File: src/rtl/stim_stream_fifo.sv
// stim_stream_fifo
//   Valid/ready FWFT buffer placed between the stimulus driver and the DUT
//   input port. Provides occupancy count, almost-full watermark and a
//   synchronous flush. All flags are registered.
//
// Ports
//   clk          clock, rising edge
//   rst          asynchronous active-high reset
//   flush        synchronous clear (overrides push/pop in the same cycle)
//   s_valid      upstream word valid
//   s_ready      FIFO can accept (registered !full)
//   s_data       upstream word
//   m_valid      head word available (registered !empty)
//   m_ready      downstream consumes head
//   m_data       head word, zero when empty
//   level        occupancy 0..DEPTH
//   almost_full  level >= AFULL (registered)
module stim_stream_fifo #(
  parameter int WIDTH = 32,
  parameter int DEPTH = 16,
  parameter int AFULL = 12
) (
  input  logic                       clk,
  input  logic                       rst,
  input  logic                       flush,
  input  logic                       s_valid,
  output logic                       s_ready,
  input  logic [WIDTH-1:0]           s_data,
  output logic                       m_valid,
  input  logic                       m_ready,
  output logic [WIDTH-1:0]           m_data,
  output logic [$clog2(DEPTH):0]     level,
  output logic                       almost_full
);

  localparam int AW = $clog2(DEPTH);
  localparam logic [AW:0] AFULL_L = (AW+1)'(AFULL);

  logic [WIDTH-1:0] r_mem [DEPTH];
  logic [AW:0]      r_wr;
  logic [AW:0]      r_rd;
  logic [AW:0]      r_level;
  logic             r_sready;
  logic             r_mvalid;
  logic             r_afull;
  logic [WIDTH-1:0] r_head;

  logic             w_push;
  logic             w_pop;
  logic [AW:0]      w_wr_nxt;
  logic [AW:0]      w_rd_nxt;
  logic [AW:0]      w_lvl_nxt;
  logic             w_empty_nxt;
  logic             w_full_nxt;
  logic [WIDTH-1:0] w_head_nxt;

  always_comb begin
    w_push      = s_valid && r_sready && !flush;
    w_pop       = r_mvalid && m_ready && !flush;
    w_wr_nxt    = flush ? '0 : r_wr + (AW+1)'(w_push);
    w_rd_nxt    = flush ? '0 : r_rd + (AW+1)'(w_pop);
    w_lvl_nxt   = w_wr_nxt - w_rd_nxt;
    w_empty_nxt = (w_wr_nxt == w_rd_nxt);
    w_full_nxt  = (w_wr_nxt[AW] != w_rd_nxt[AW]) &&
                  (w_wr_nxt[AW-1:0] == w_rd_nxt[AW-1:0]);
    // Head is registered; when the next head slot is the one being written
    // this cycle (FIFO drains to exactly the new word) take it from s_data.
    if (w_empty_nxt)
      w_head_nxt = '0;
    else if (w_push && (w_rd_nxt[AW-1:0] == r_wr[AW-1:0]))
      w_head_nxt = s_data;
    else
      w_head_nxt = r_mem[w_rd_nxt[AW-1:0]];
  end

  always_ff @(posedge clk or posedge rst) begin
    if (rst) begin
      r_wr     <= '0;
      r_rd     <= '0;
      r_level  <= '0;
      r_sready <= 1'b1;
      r_mvalid <= 1'b0;
      r_afull  <= 1'b0;
      r_head   <= '0;
    end else begin
      r_wr     <= w_wr_nxt;
      r_rd     <= w_rd_nxt;
      r_level  <= w_lvl_nxt;
      r_sready <= !w_full_nxt;
      r_mvalid <= !w_empty_nxt;
      r_afull  <= (w_lvl_nxt >= AFULL_L);
      r_head   <= w_head_nxt;
    end
  end

  always_ff @(posedge clk) begin
    if (w_push)
      r_mem[r_wr[AW-1:0]] <= s_data;
  end

  assign s_ready     = r_sready;
  assign m_valid     = r_mvalid;
  assign m_data      = r_head;
  assign level       = r_level;
  assign almost_full = r_afull;

endmodule

File: config.mk
export PLATFORM = sky130hd
export DESIGN_NAME = stim_stream_fifo
export DESIGN_NICKNAME = d
export VERILOG_FILES = /design/src/rtl/stim_stream_fifo.sv
export SDC_FILE = /design/constraint.sdc
export NUM_CORES = 1
export LEC_CHECK = 0
export CORE_MARGIN = 10
export CORE_UTILIZATION = 49
export DETAILED_ROUTE_END_ITERATION = 6
export PLACE_DENSITY_LB_ADDON = 0.1
export SLEW_MARGIN = 20
export SYNTH_ARGS = -nofsm -noshare
export SYNTH_HDL_FRONTEND = slang
export SYNTH_SLANG_ARGS = --single-unit
export TNS_END_PERCENT = 5
File: constraint.sdc
create_clock -name clk -period 3.42 [get_ports clk]
set_input_delay 1.026 -clock clk [delete_from_list [all_inputs] [get_ports clk]]
set_output_delay 1.026 -clock clk [all_outputs]
set_load 0.01 [all_outputs]
==> results.ini <==
[critical_path]
worstReg2RegEnd = m_data[16]
r2r_cells = 11
cp_max_fo = 19
reg2reg_setup_slack_ns = 0.79
worstSetupStartpointType = input pin
arrival_ns = 3.50
crit_required_ns = 3.95
crit_type = in -> reg
r2r_start = s_ready
critPathCaptureType = flop

[die]
core-area_um2 = 47900
start_util = 0.498
io_pins = 77
dieArea_um2 = 58000
fp.dieH_um = 241
placementRows = 80
die_x_um = 241

[logic_synthesis]
synthSimpleGateAreaFrac = 0.113
synth_area_leaders = edfxtp_1, a21oi_1, mux2i_1
yosys.area.top_type = edfxtp_1
synth_top_area_share = 0.643
synthCells = 1832
netlist_area_um2 = 23900
synth_edf_count = 512
muxShareOfSynthArea = 0.0545
synth_seq_cells = 562
synth_adder_area_share = 0.00503
synth_seq_area_share = 0.696
postSynthAreaPerCell_um2 = 13.0
yosys.area_share.xor_xnor = 0.00613
ys.flop_type = edfxtp_1
synth_compound_area_frac = 0.101
yosysWarnings = 0
synth_top_family_by_area = simple AND/OR/NAND/NOR gates
yosysUniqueCellTypes = 45
synthArstFlopShare = 0.0890
synth_nets = 1878

[timing]
fin_crit_ns = 2.97
rsz0062_at_grt = false
fin_skew_ns = 0.0177
setup-violations-final = 0
timing.setup.tns_ns = 0
maxSlewViolCount = 0
hold_violations = 0
holdWs_ns = 0.592
relSlewSlack = 0.526
finalWorstSetupSlack_ns = 0.449
tightest_slew_ns = 0.711
fmax_mhz = 337
finalCritPeriodShare = 0.869

[clock_network]
cts_resized = 0
post_cts_buffers = 0
cts-root-buf = clkbuf_16
cts_tree = yes
clk_latency_ns = 0.63
clk_pin_slew_ns = 0.06
cts_sinks = 562
htreeDepth = 2
ctsHoldBuffers = 0
clockBufferDepth = 3
cts_buffers = 58

[placement]
gp_congestion = 0.764
io_buffers = 76
dpl_worst_slack_ns = -0.186
dpl.hpwl_um = 35500
place_inst = 2530

[min_path]
min_to = r_rd[4]
hp-class = reg -> reg
hp-start = r_rd[4]
holdPathStages = 2

[final_layout]
fin_cells = 2640
num-nets-final = 2021
drive_above_1_share = 0.145
area_growth_pct = 19.3
antenna_cells = 0
n_fill_cell = 3745

[power_and_ir_drop]
p_leak_nw = 9.38
peakVddDrop_uv = 397
power_mw = 15.2
power.density_nw_per_um2 = 532

[drt]
routed_wl_um = 62700
ant_nets = 0
viasPerCell = 5.89
num_vias = 15552
drc = 0
drt_iter0_drc = 1515
drt_first_pass_iters = 5
routedWlPerCell_um = 23.8

[global_route]
grt_pass1_vias = 15231
grtUsageTotal = 0.217
grt_pass1_wl_um = 94800
antenna_found_initial = 0
grt_max_degree = 130
overflow = 0

[run_status]
status = finished clean

[job]
maxCapViolCount = 0

## per-layer routing
metal | vias to the layer above | share of wire | global-route usage
li1 | 7094 | - | -
met1 | 7855 | 0.44 | 0.298
met2 | 502 | 0.48 | 0.351
met3 | 101 | 0.064 | 0.0358
met4 | 0 | 0.024 | 0.0610
met5 | - | 0 | 0
## stage by stage
step	area (µm²)	util
2_1_floorplan	23900	-
3_3_place_gp	26700	0.556
3_5_place_dp	26700	0.556
4_1_cts	28500	0.595
5_1_grt	28500	0.595
6_report	28500	0.595
## power by group
part           internal, mW  leakage, nW  switching [mW]
sequential             7.59         5.29          0.0579
combinational         0.604         3.17           0.809
clock                  3.48        0.915            2.62
total                  11.7         9.38            3.49
## cells in the mapped netlist (all sizes together) (4+ instances only)
master and number:
nor3 70, ha 8, nand3 6, o21ai 124
o22ai 64, a221oi 4, dfrtp 49, nor2 261
mux2i 124, mux2 5, nor2b 127, xor2 8
buf 43, a21o 4, nand2 4, nand3b 7
edfxtp 512, nand2b 9, xnor2 7, a21oi 250
o22a 4, inv 8, clkbuf 90, nor4 32
## worst max-delay path, cell delays in order
cell	delay, ns
clkdlybuf4s50_1	0.46
nand2_1	0.05
nor2_1	0.17
ha_4	0.19
nand3_2	0.08
mux2_4	0.33
clkinv_2	0.09
ha_1	0.23
and4_1	0.22
and2_2	0.25
buf_12	0.19
nor3_2	0.19
## area by class of cell
type                    instances  area, µm²  share of cell area
clock inverters                34        254             0.00891
well taps                     615        769              0.0270
repair buffers                216       2350              0.0825
flip-flops and latches        562      16600               0.583
clock buffers                  76       1580              0.0555
inverters                       9       35.0             0.00123
multi-input cells            1128       6890               0.242
## layout by cell type, fill, tap and decap left out, types with 6 or more instances in the layout
cell type        instances
edfxtp_1               512
a21oi_1                249
nor2_1                 249
nor2b_1                126
mux2i_1                124
o21ai_0                124
buf_4                   97
clkdlybuf4s50_1         75
o22ai_1                 64
clkbuf_16               60
dfrtp_1                 49
buf_12                  43
nor3_1                  35
nor4_1                  32
nor3_2                  32
clkinv_2                18
clkbuf_1                14
nor2_4                  12
clkinv_1                11
nand2b_1                 9
nand3b_1                 7
inv_1                    7
xor2_1                   7
xnor2_1                  6
ha_1                     6
## state kept, by name, summed over array words and instances (netlist names)
register	flops
m_data	32
r_wr	5
r_rd	5
almost_full	1
m_valid	1
level	5
s_ready	1
r_mem	512
## how the worst max path moves through the flow
| stage | startpoint | slack, ns | endpoint |
|---|---|---|---|
| 6_report | m_ready | 0.45 | m_data[16] |
| 5_1_grt | s_valid | 0.26 | m_data[31] |
| 4_1_cts | m_ready | 0.47 | m_data[16] |
| 3_5_place_dp | s_valid | -0.19 | m_data[17] |
| 3_3_place_gp | m_ready | -0.15 | m_data[31] |
| 2_1_floorplan | flush | -0.82 | r_mem[3][0] |
## cell families after synthesis
logic type                 count (synthesis)
buffers and inverters                    142
adders and majority gates                  9
muxes                                    129
AOI/OAI and AO/OA                        453
and+or+nand+nor                          522
DFF                                      562
xor gates and xnor gates                  15
Note: power is estimated with default switching activity, not from simulation.
